### config.mk
export PLATFORM = sky130hd
export DESIGN_NAME = seg7_scan_ctrl
export DESIGN_NICKNAME = d
export VERILOG_FILES = /design/src/rtl/seg7_pkg.sv /design/src/rtl/seg7_decode.sv /design/src/rtl/seg7_scan_ctrl.sv
export SDC_FILE = /design/constraint.sdc
export NUM_CORES = 1
export LEC_CHECK = 0
export ABC_AREA = 1
export BUFFER_PORTS_ARGS = -buffer_cell sky130_fd_sc_hd__buf_2
export CAP_MARGIN = 20
export CORE_UTILIZATION = 53
export DETAILED_ROUTE_END_ITERATION = 7
export PLACE_DENSITY = 0.75
export RECOVER_POWER = 25
export SETUP_SLACK_MARGIN = 0.5
export SLEW_MARGIN = 20
export SYNTH_ARGS = -nofsm -noshare
export SYNTH_HDL_FRONTEND = slang
export SYNTH_SLANG_ARGS = --single-unit
### constraint.sdc
create_clock -name wb_clk_i -period 1.7 [get_ports wb_clk_i]
set_input_delay 0.34 -clock wb_clk_i [delete_from_list [all_inputs] [get_ports wb_clk_i]]
set_output_delay 0.34 -clock wb_clk_i [all_outputs]
set_load 0.01 [all_outputs]
### src/rtl/seg7_pkg.sv
// Shared types and constants for the multiplexed seven-segment display controller.
package seg7_pkg;

  // Scan sequencer states: parked, anti-ghosting gap, lit portion, dark remainder.
  typedef enum logic [1:0] {
    ST_IDLE,
    ST_DEAD,
    ST_ON,
    ST_OFF
  } scan_state_t;

  // Segment patterns {g,f,e,d,c,b,a}, active high.
  localparam logic [6:0] SEG_0 = 7'h3F;
  localparam logic [6:0] SEG_1 = 7'h06;
  localparam logic [6:0] SEG_2 = 7'h5B;
  localparam logic [6:0] SEG_3 = 7'h4F;
  localparam logic [6:0] SEG_4 = 7'h66;
  localparam logic [6:0] SEG_5 = 7'h6D;
  localparam logic [6:0] SEG_6 = 7'h7D;
  localparam logic [6:0] SEG_7 = 7'h07;
  localparam logic [6:0] SEG_8 = 7'h7F;
  localparam logic [6:0] SEG_9 = 7'h6F;
  localparam logic [6:0] SEG_A = 7'h77;
  localparam logic [6:0] SEG_B = 7'h7C;
  localparam logic [6:0] SEG_C = 7'h39;
  localparam logic [6:0] SEG_D = 7'h5E;
  localparam logic [6:0] SEG_E = 7'h79;
  localparam logic [6:0] SEG_F = 7'h71;

  // Position of the decimal point in the 8-bit segment bus.
  localparam int SEG_DP = 7;

endpackage

### src/rtl/seg7_decode.sv
// Hex digit plus decimal point to seven-segment pattern, with a forced-dark override.
module seg7_decode
  import seg7_pkg::*;
(
  input  logic [4:0] code,
  input  logic       blank,
  output logic [7:0] seg
);

  // Look up the hex glyph, attach the dp bit, and suppress everything when blanked.
  always_comb begin
    seg = '0;
    case (code[3:0])
      4'h0: seg[6:0] = SEG_0;
      4'h1: seg[6:0] = SEG_1;
      4'h2: seg[6:0] = SEG_2;
      4'h3: seg[6:0] = SEG_3;
      4'h4: seg[6:0] = SEG_4;
      4'h5: seg[6:0] = SEG_5;
      4'h6: seg[6:0] = SEG_6;
      4'h7: seg[6:0] = SEG_7;
      4'h8: seg[6:0] = SEG_8;
      4'h9: seg[6:0] = SEG_9;
      4'hA: seg[6:0] = SEG_A;
      4'hB: seg[6:0] = SEG_B;
      4'hC: seg[6:0] = SEG_C;
      4'hD: seg[6:0] = SEG_D;
      4'hE: seg[6:0] = SEG_E;
      default: seg[6:0] = SEG_F;
    endcase
    seg[SEG_DP] = code[4];
    if (blank) begin
      seg = '0;
    end
  end

endmodule

### src/rtl/seg7_scan_ctrl.sv
// Four-digit multiplexed display scanner with a double-buffered digit file,
// frame-aligned commits, per-slot dead time and sixteen-step PWM brightness.
module seg7_scan_ctrl
  import seg7_pkg::*;
#(
  parameter int DIGITS   = 4,
  parameter int SCAN_DIV = 1024
) (
  input  logic              wb_clk_i,
  input  logic              wb_rst_i,
  input  logic              enable,
  input  logic              wr_valid,
  output logic              wr_ready,
  input  logic [1:0]        wr_idx,
  input  logic [4:0]        wr_data,
  input  logic              wr_commit,
  input  logic [3:0]        brightness,
  input  logic              blank_lz,
  output logic [7:0]        seven_seg,
  output logic [DIGITS-1:0] digit_en,
  output logic              frame_done
);

  localparam int CNT_W = $clog2(SCAN_DIV);
  localparam int SUB = SCAN_DIV / 16;
  localparam logic [CNT_W-1:0] SLOT_LAST = CNT_W'(SCAN_DIV - 1);
  localparam logic [1:0] DIG_LAST = 2'(DIGITS - 1);

  scan_state_t state;
  logic [CNT_W-1:0] slot_cnt;
  logic [1:0] dig;
  logic [4:0] shadow [DIGITS];
  logic [4:0] active [DIGITS];
  logic pending;
  logic slot_end;
  logic frame_end;
  logic commit_now;
  logic dim_next;
  logic [31:0] next_sixteenth;
  logic [DIGITS-1:0] lz_blank;
  logic lz_run;
  logic [7:0] seg_dec;

  assign wr_ready = ~pending;

  // Slot/frame boundaries and whether the next count falls past the PWM on-window.
  always_comb begin
    slot_end = 1'b0;
    frame_end = 1'b0;
    next_sixteenth = (32'(slot_cnt) + 32'd1) / 32'(SUB);
    dim_next = next_sixteenth > 32'(brightness);
    if ((state == ST_ON || state == ST_OFF) && slot_cnt == SLOT_LAST) begin
      slot_end = 1'b1;
      frame_end = (dig == DIG_LAST);
    end
    commit_now = pending && (!enable || frame_end);
  end

  // A digit is blanked only if it and every more significant digit hold a plain zero.
  always_comb begin
    lz_blank = '0;
    lz_run = blank_lz;
    for (int i = DIGITS - 1; i >= 1; i--) begin
      lz_run = lz_run && (active[i] == 5'd0);
      lz_blank[i] = lz_run;
    end
  end

  seg7_decode u_decode (
    .code  (active[dig]),
    .blank (lz_blank[dig]),
    .seg   (seg_dec)
  );

  // Shadow writes, commit request latching, and frame-aligned copy into the active file.
  always_ff @(posedge wb_clk_i) begin
    if (wb_rst_i) begin
      pending <= 1'b0;
      for (int i = 0; i < DIGITS; i++) begin
        shadow[i] <= '0;
        active[i] <= '0;
      end
    end else begin
      if (wr_valid && wr_ready) begin
        shadow[wr_idx] <= wr_data;
      end
      if (commit_now) begin
        pending <= 1'b0;
        for (int i = 0; i < DIGITS; i++) begin
          active[i] <= shadow[i];
        end
      end else if (wr_commit) begin
        pending <= 1'b1;
      end
    end
  end

  // Scan sequencer with registered outputs lagging the state by one cycle.
  always_ff @(posedge wb_clk_i) begin
    if (wb_rst_i) begin
      state <= ST_IDLE;
      slot_cnt <= '0;
      dig <= '0;
      seven_seg <= '0;
      digit_en <= '0;
      frame_done <= 1'b0;
    end else if (!enable) begin
      state <= ST_IDLE;
      slot_cnt <= '0;
      dig <= '0;
      seven_seg <= '0;
      digit_en <= '0;
      frame_done <= 1'b0;
    end else begin
      seven_seg <= (state == ST_ON) ? seg_dec : 8'h00;
      digit_en <= (state == ST_ON) ? (DIGITS'(1) << dig) : '0;
      frame_done <= frame_end;
      case (state)
        ST_IDLE: begin
          slot_cnt <= '0;
          dig <= '0;
          state <= ST_DEAD;
        end
        ST_DEAD: begin
          slot_cnt <= slot_cnt + 1'b1;
          state <= ST_ON;
        end
        ST_ON, ST_OFF: begin
          if (slot_end) begin
            slot_cnt <= '0;
            dig <= (dig == DIG_LAST) ? 2'd0 : dig + 2'd1;
            state <= ST_DEAD;
          end else begin
            slot_cnt <= slot_cnt + 1'b1;
            if (state == ST_ON && dim_next) begin
              state <= ST_OFF;
            end
          end
        end
        default: begin
          state <= ST_IDLE;
        end
      endcase
    end
  end

endmodule

==> metrics.md, run 1 <==
| Metric | Value |
|---|---|
| Total Wirelength | 7879 um |
| CP endpoint kind | flip-flop |
| Number of global-route vias before repair | 2,543 |
| Logic gate share of total power | 10.3% |
| Slew HR | 76.56% |
| Fin nets | a little under 500 |
| Ant diodes | 0 |
| Synth top cells by count | nand2_1, inv_1, nor2_1 |
| CP max stage cell | dfxtp_1 |
| Clock Sinks | 70 |
| Routed vias/inst | approximately 5 |
| Ratio of cells with drive above 1 in the final layout | 41.67% |
| CTS clk-pin slew, worst paths | 70 ps |
| Root buffer cell | clkbuf_8 |
| Status | complete, but fails checks |
| Number of port buffers | 30 |
| Clock Latency Late Sink | 350 ps |
| Internal power | 2.813 mW |
| Die W | 81.32 um |
| First-pass GRT wire length | around 11,000 um |
| Setup crit end | state[0] |
| GRT Max-Usage Layer | met2 |
| Slew Limit Fails | 0 |
| Area of the mapped netlist | 3334 um^2 |
| Maximum clock rate | around 0.57 GHz |
| Starting Density | between 50% and 60% |
| Setup CP Type | flip-flop to flip-flop |
| CP max stage delay | 390 ps |
| Worst EP required | between 1500 and 2000 ps |
| Final hold vios | 0 |
| Antenna violations before repair | 0 |
| CP Launch Type | flip-flop |
| Remaining Overflow, GRT | 0 |
| Yosys reg bits | 70 |
| Most frequent cell after synthesis | nand2_1 |
| Share of power burned in registers | ~50% |
| Routed WL per cell | approximately 15 um |
| Iter 0 DRT Violations | ~140 |
| GR Util met2 | 39.50% |
| Skew final | 7.796 ps |
| Synth cell types | 31 |
| RSZ-0062 raised after global routing | yes |
| Count of max-cap constraint violations | 0 |
| Largest net degree at the start of global routing | 21 |
| Worst-margin pin slew | 351.2 ps |
| Clk network pwr share | 39.0% |
| Number of enable flip-flop cells after synthesis | 40 |
| Final setup viols | 2 |
| DR pass1 iterations | 4 |
| Met1 Usage GRT | 24.84% |
| Die Y | approximately 80 um |
| Top post-synthesis cells by area | edfxtp_1, dfxtp_1, nand2_1, inv_1, nor2_1 |
| Placeable Area | ~6000 um^2 |
| H-tree levels | 3 |
| Placed Instances | 496 |
| PwrDens | 772.8 nW/um^2 |
| R2R setup slack | -40 ps |
| Worst R2R Start | slot_cnt[7] |
| Post-Syn Nets | 411 |
| # IOs | 31 |
| Final period util | 102.4% |
| Max VDD drop | 0.6360 mV |
| Area share of the leading cell type in the synthesized netlist | between 30 and 40% |
| Critical-path cell list | nand2_2 > inv_1 > nand4_1 > nand2_1 > inv_1 > nor2_2 > inv_2 > ha_4 > nand2_1 > o21ai_1 > o21ai_1 > a21oi_1 |
| Minimum clock period | 1741 ps |
| WP depth | 12 |
| Pleak | 2.060 nW |
| Switch share | 24.29% |
| Synth Flop Type | edfxtp_1 |
| Finished Layout Cells | 543 |
| CTS tree | yes |
| Layout area overhead | 44.17% |
| HP Class | input port to flip-flop |
| Reg2reg end | state[0] |
| Post-DP HPWL | 4409 um |
| Failing checks | negative setup slack |
| GR Util All Layers | 22.46% |
| Warnings, synthesis | 0 |
| Remaining DRCs | 0 |
| Sw Pwr | 0.9023 mW |
| Ys async rst share | 0% |
| CP max FO | 2 |
| Largest delay share family, worst path | simple AND/OR/NAND/NOR gates |
| Worst r2r path cells | 12 |
| Gpl congestion | 0.8749 |
| Max Buffers Root-to-Sink | 2 |
| Avg Cell Area, Syn | slightly below 9 um^2 |
| Met3 usage | between 5 and 6% |
| Antenna-violating nets left | 0 |
| Critical Path AT | 2020 ps |
| Final setup TNS | -62.38 ps |
| Vias | 2,755 |
| Cells after synthesis | ~380 |
| Hold buffer count at CTS | 0 |
| Sequential element share of the synthesized area | 54.03% |
| CP Buf/Inv Count | 3 |
| Number of buffers created by CTS | 9 |
| Die area | approximately 6600 um^2 |
| Largest area contributor in the netlist | edfxtp_1 |
| Site row count | 28 |
| Worst Slack Setup Final | -41.25 ps |
| CP Launch Point | slot_cnt[7] |
[cell families (layout without fill, tap and decap cells)]
family,Yosys count,count (layout),synth area share (%)
and+or+nand+nor,203,206,27.84
DFF,70,70,54.03
buffers and inverters,70,154,8.668
AOI/OAI and AO/OA,20,20,3.265
adders and majority gates,13,13,4.878
xor gates and xnor gates,5,5,1.314
[state kept, by name, summed over array words and instances (netlist names), named ones only]
signal      flops
seven_seg       8
digit_en        4
frame_done      1
active         20
pending         1
shadow         20
state           2
dig             2
slot_cnt       10
[power by group through the flow]
stage          combinational (mW)  sequential, mW  clock (mW)
2_1_floorplan               0.208            1.92           0
3_3_place_gp                0.278            1.92           0
3_5_place_dp                0.287            1.92           0
4_1_cts                     0.328            1.88        1.44
5_1_grt                     0.422            1.89        1.51
6_report                    0.384            1.88        1.45
[per-layer routing]
metal	part of all wire [%]	vias to the layer above
met5	0	-
met4	3.1	0
met3	4.3	24
met2	55	105
met1	38	1262
li1	-	1364
[worst min-delay path by stage]
stage                           start          end  cells past startpoint
after global routing        wr_commit      pending                      3
after floorplan           slot_cnt[0]  slot_cnt[0]                      1
after global placement    slot_cnt[0]  slot_cnt[0]                      1
after detailed placement  slot_cnt[0]  slot_cnt[0]                      1
final                       wr_commit      pending                      3
after CTS                   wr_commit      pending                      3
[worst register-to-register path: cells and delay by family, from the launching register on]
kind | cells | cell delay (ps)
flip-flops | 1 | 390
adder cells (fa/ha/maj) | 1 | 260
AO/OA/AOI/OAI | 3 | 320
buffers and inverters | 3 | 210
AND/OR/NAND/NOR | 5 | 500
[through the flow]
step | setup WS, ps | hold slack (ps) | cell area [um^2] | total power [mW] | utilization [%]
6_report | -41.25 | 213.5 | 4807 | 3.715 | 80.24
4_1_cts | -3.878 | 208.2 | 4355 | 3.654 | 72.70
3_5_place_dp | -83.07 | 454.7 | 3895 | 2.211 | 65.02
3_3_place_gp | -28.72 | 438.0 | 3895 | 2.199 | 65.02
5_1_grt | -151.3 | 221.1 | 4807 | 3.820 | 80.24
2_1_floorplan | 32.56 | 431.0 | 3576 | 2.124 | -
[cell usage in the layout (no fill, tap or decap), types with 5 or more instances in the layout]
cell type,count
a21oi_1,7
nor2_1,42
buf_6,16
dfxtp_2,6
nand3_2,5
ha_4,5
nor2_4,35
nand2_2,8
nand2_4,8
nor2_2,8
nand2_1,60
clkbuf_8,9
buf_4,21
nand2_8,5
edfxtp_1,40
inv_1,56
buf_2,29
nand3_1,20
dfxtp_1,22
[cell type report]
class / count / area (um^2)
Clock buffer: 11 / 131.4
Clock inverter: 5 / 73.82
Fill cell: 356 / 1184
Inverter: 65 / 265.3
Multi-Input combinational cell: 244 / 1814
Sequential cell: 70 / 1817
Tap cell: 75 / 93.84
Timing Repair Buffer: 73 / 611.8
[timing repair]
action,4_1_cts,5_1_grt
setup buffers,14,10
gates cloned,3,4
gates resized for setup,20,77
pin swaps,20,19
setup endpoints to repair,87,97
(Power assumes the default switching activity.)
==> inputs of run 2 (changes only) <==
Settings changed: CORE_ASPECT_RATIO set to 0.5, PLACE_DENSITY 0.75 to 0.82.
==> metrics.md, run 2 (synthesis gave the netlist of run 1 again) <==
| Metric | Value |
|---|---|
| Final setup viols | 22 |
| Remaining Overflow, GRT | 0 |
| Worst R2R Start | slot_cnt[0] |
| Pleak | 2.044 nW |
| Minimum clock period | 1753 ps |
| Slew Limit Fails | 0 |
| Skew final | about 7 ps |
| Root buffer cell | clkbuf_16 |
| Hold Slack | 256.7 ps |
| Fillers | 317 |
| H-tree levels | 3 |
| Placeable Area | 5777 um^2 |
| Routed vias/inst | 5.172 |
| Layout area overhead | 41.61% |
| Hold Path Depth | 3 |
| Iter 0 DRT Violations | between 150 and 200 |
| Ant diodes | 0 |
| WHS Endpoint | pending |
| Largest net degree at the start of global routing | 12 |
| Number of buffers created by CTS | 9 |
| Most frequent cells in the layout | nor2_1, inv_1, nand2_1 |
| DP Worst Slack | -95.39 ps |
| Die area | approximately 6600 um^2 |
| Status | complete, but fails checks |
| Remaining DRCs | 0 |
| Site row count | 19 |
| HP Class | input port to flip-flop |
| Critical Path AT | 1960 ps |
| Antenna violations before repair | 0 |
| R2R setup slack | -50 ps |
| RSZ-0062 raised after global routing | yes |
| Fin nets | 483 |
| Starting Density | ~58% |
| Worst EP required | 1910 ps |
| CP endpoint kind | flip-flop |
| Final period util | 103.1% |
| Vias | 2,803 |
| Maximum clock rate | 0.5705 GHz |
| Number of global-route vias before repair | 2,684 |
| CP max FO | 6 |
| # IOs | 31 |
| Post-DP HPWL | 4778 um |
| Worst Slack Setup Final | -52.71 ps |
| Hold buffer count at CTS | 0 |
| CP Launch Type | flip-flop |
| PwrDens | 905.9 nW/um^2 |
| Failing checks | negative setup slack |
| Critical hold path startpoint | wr_commit |
| Setup CP Type | flip-flop to flip-flop |
| CTS clk-pin slew, worst paths | 50 ps |
| Worst-margin pin slew | 555.2 ps |
| Routed WL per cell | roughly 15 um |
| Slew HR | 62.85% |
| CTS tree | yes |
| Die Y | between 50 and 60 um |
| Commonest non-fill, non-tap cell in the layout | nor2_1 |
| Final setup TNS | -504.1 ps |
| GR Util All Layers | between 20% and 30% |
| First-pass GRT wire length | 12,720 um |
| Final hold vios | 0 |
| Count of max-cap constraint violations | 0 |
| Total Wirelength | roughly 8300 um |
| DR pass1 iterations | 5 |
| Antenna-violating nets left | 0 |
| Max Buffers Root-to-Sink | 2 |
| Reg2reg end | state[0] |
| Clock Latency Late Sink | 340 ps |
| Worst r2r path cells | 11 |
| Max VDD drop | ~0.70 mV |
| Ratio of cells with drive above 1 in the final layout | about two fifths |
| Die W | 114.2 um |
| Number of port buffers | 30 |
| Biggest regs | active (20), shadow (20), slot_cnt (10) |
| Clock Sinks | 70 |
| Gpl congestion | between 0.8 and 0.9 |
## run 2: cell count changes in the layout (fill, tap and decap cells not counted), sizes merged
cell    change
buf        -16
bufbuf      +1
clkbuf      +7
clkinv      -1
nand2       -1
## run 2: critical path, stage by stage, from the launching register on
cell and delay [ps]:
dfxtp_4 380, ha_4 150, nand3_4 70, nor2_4 100, buf_4 170, xnor2_1 160, ha_1 190, inv_1 40
a21oi_1 120, o21ai_1 80, o21ai_1 80, a21oi_1 90
## run 2: where the power goes
group | switching (mW) | internal, mW | total (mW)
sequential | 0.0330 | 1.85 | 1.89
combinational | 0.241 | 0.150 | 0.391
clock | 0.680 | 1.32 | 2.00
total | 0.954 | 3.32 | 4.28
## run 2: repair_timing
item,4_1_cts,5_1_grt
buffers inserted,17,6
pin swaps,28,22
resized for setup,42,40
gates cloned,3,0
setup endpoints to repair,86,93
## run 2: routing by layer
| metal | global-route usage, % | vias up | part of all wire [%] |
|---|---|---|---|
| met2 | 48.74 | 120 | 52 |
| li1 | - | 1343 | - |
| met5 | 0 | - | 0 |
| met1 | 28.85 | 1317 | 40 |
| met4 | 10.58 | 0 | 2.4 |
| met3 | 7.845 | 23 | 5.6 |
## run 2: per-stage QoR
step / power [mW] / utilization [%] / area (um^2) / instances
floorplan: 2.124 / - / 3576 / 381
global placement: 2.194 / 66.97 / 3869 / 500
detailed placement: 2.207 / 66.97 / 3869 / 500
CTS: 4.233 / 79.60 / 4598 / 536
global route: 4.397 / 81.74 / 4722 / 542
finish: 4.278 / 81.74 / 4722 / 542
## run 2: how the worst max path moves through the flow
| stage | cells past startpoint | endpoint | slack (ps) | start |
|---|---|---|---|---|
| final | 11 | state[0] | -50 | slot_cnt[0] |
| after global routing | 12 | state[0] | -200 | slot_cnt[0] |
| after CTS | 11 | state[0] | -60 | slot_cnt[0] |
| after detailed placement | 12 | state[0] | -100 | slot_cnt[0] |
| after global placement | 12 | state[0] | -5 | slot_cnt[0] |
| after floorplan | 11 | state[0] | 30 | slot_cnt[1] |
## run 2: layout make-up
cell class	instances	area, um^2	area share [%]
clock buffer	12	246.5	5.220
clock inverter	4	70.07	1.484
timing repair buffer	64	515.5	10.92
inverter	65	272.8	5.776
multi-input combinational	243	1692	35.82
sequential	70	1821	38.55
tap	84	105.1	2.226
==> inputs of run 3 (changes only) <==
Settings changed: REMOVE_ABC_BUFFERS set to 1.
==> metrics.md, run 3 (synthesis gave the netlist of run 1 again) <==
| Metric | Value |
|---|---|
| Area of the multi-input gates | around 2000 um^2 |
| RSZ-0062 raised after global routing | yes |
| WP depth | 8 |
| CP max stage cell | dfxtp_1 |
| Post-DP HPWL | 4648 um |
| Site row count | 19 |
| Pleak | 2.170 nW |
| Met3 usage | 10.15% |
| Fin nets | between 400 and 500 |
| CP max FO | 5 |
| Root buffer cell | clkbuf_16 |
| DR pass1 iterations | 5 |
| Die Y | a little under 60 um |
| Slew Limit Fails | 0 |
| Maximum clock rate | 0.5458 GHz |
| Remaining DRCs | 0 |
| HP Class | input port to flip-flop |
| Count of max-cap constraint violations | 0 |
| Register Area | around 1800 um^2 |
| Routed WL per cell | about 21 um |
| Max VDD drop | 0.8255 mV |
| Clock Sinks | 70 |
| Met1 Usage GRT | between 30% and 40% |
| # IOs | 31 |
| Dpl cell area | 3750 um^2 |
| CTS clk-pin slew, worst paths | 70 ps |
| Iter 0 DRT Violations | 285 |
| First-pass GRT wire length | 14,210 um |
| Largest net degree at the start of global routing | 21 |
| CP Buf/Inv Count | 2 |
| Final setup TNS | -2464 ps |
| Number of buffers created by CTS | 9 |
| Final Instance Area | 5169 um^2 |
| Total Wirelength | around 12,000 um |
| Hold Path Depth | 3 |
| Worst-margin pin slew | about 320 ps |
| H-tree levels | 3 |
| CP endpoint kind | flip-flop |
| Die area | 6632 um^2 |
| Antenna violations before repair | 0 |
| Worst EP required | approximately 1800 ps |
| Antenna-violating nets left | 0 |
| Fillers | 213 |
| Skew final | 10.50 ps |
| Hold Slack | 263.0 ps |
| Number of port buffers | 30 |
| Gpl congestion | between 0.8 and 0.9 |
| Number of global-route vias before repair | 2,875 |
| Ratio of cells with drive above 1 in the final layout | 51.59% |
| GR Util met2 | between 50% and 60% |
| Ant diodes | 0 |
| Largest delay share family, worst path | simple AND/OR/NAND/NOR gates |
| Status | complete, but fails checks |
| Remaining Overflow, GRT | 0 |
| Finished Layout Cells | 557 |
| CTS tree | yes |
| Layout area overhead | 55.01% |
| Clock Latency Late Sink | 350 ps |
| Worst r2r path cells | 8 |
| Minimum clock period | 1832 ps |
| Failing checks | negative setup slack |
| GRT Max-Usage Layer | met2 |
| Vias | 3,154 |
| Final hold vios | 0 |
| Slew HR | 78.75% |
| Biggest regs | active (20), shadow (20), slot_cnt (10) |
| Routed vias/inst | 5.662 |
| Critical-path cell list | nand2_1 > nor2_2 > nand4_4 > nand2_2 > nand2_2 > nand2_4 > buf_6 > clkbuf_16 |
| Final setup viols | 24 |
| Final period util | 107.8% |
| Critical path's most frequent cell | nand2_2 |
| Max Buffers Root-to-Sink | 2 |
| Die W | between 100 and 150 um |
| CP Launch Type | flip-flop |
| GR Util All Layers | 29.51% |
| CP max stage delay | 440 ps |
| Critical Path AT | 1900 ps |
| Most frequent cells in the layout | inv_1, nand2_1, nor2_1, edfxtp_1, nor2_4 |
| Placed Instances | about 500 |
| Setup CP Type | flip-flop to flip-flop |
| Placeable Area | 5777 um^2 |
| Commonest non-fill, non-tap cell in the layout | inv_1 |
| Worst Slack Setup Final | -132.0 ps |
| Starting Density | 57.72% |
| PwrDens | 811.4 nW/um^2 |
==> run 3: repair_timing <==
action,CTS,global route
pin swaps,33,42
setup endpoints to repair,102,102
hold buffers,0,0
hold endpoints to repair,0,0
gates cloned,2,2
gates resized for setup,103,106
setup buffers,15,10
==> run 3: final cells by class <==
cell class | count | share of cell area [%]
Sequential cell | 70 | 35.37
Inverter | 65 | 5.205
Tap cell | 84 | 2.033
Timing Repair Buffer | 81 | 14.19
Clock buffer | 11 | 4.696
Multi-Input combinational cell | 241 | 37.84
Clock inverter | 5 | 0.6778
==> run 3: worst min-delay path: cells and delay by family <==
kind	cells	cell delay [ps]
AND/OR/NAND/NOR	2	160
buffers and inverters	1	80
==> run 3: worst paths after layout <==
check	start	endpoint	slack, ps
worst max-delay path	slot_cnt[8]	active[2][3]	-130
worst min-delay path	wr_commit	pending	260
worst max register to register	slot_cnt[8]	active[2][3]	-130
worst min register to register	slot_cnt[0]	slot_cnt[0]	450
==> run 3: power breakdown <==
part | switching [mW] | internal, mW | total [mW] | leakage [nW]
clock network | 0.772 | 1.03 | 1.80 | 0.135
registers | 0.0505 | 1.85 | 1.90 | 0.667
logic | 0.294 | 0.197 | 0.491 | 1.37
==> run 3: routing by layer <==
metal,share of wire [%],up-vias
met4,5.4,0
met1,38,1495
met5,0,-
met3,8.0,63
li1,-,1380
met2,49,216
==> run 3: metrics by stage <==
stage          utilization [%]  setup WS, ps  power [mW]
6_report                 89.47        -132.0       4.194
5_1_grt                  89.47        -240.8       4.288
4_1_cts                  80.23        -22.80       3.978
3_5_place_dp             64.91        -118.1       2.175
3_3_place_gp             64.91        -18.83       2.165
2_1_floorplan                -        -169.4       2.077
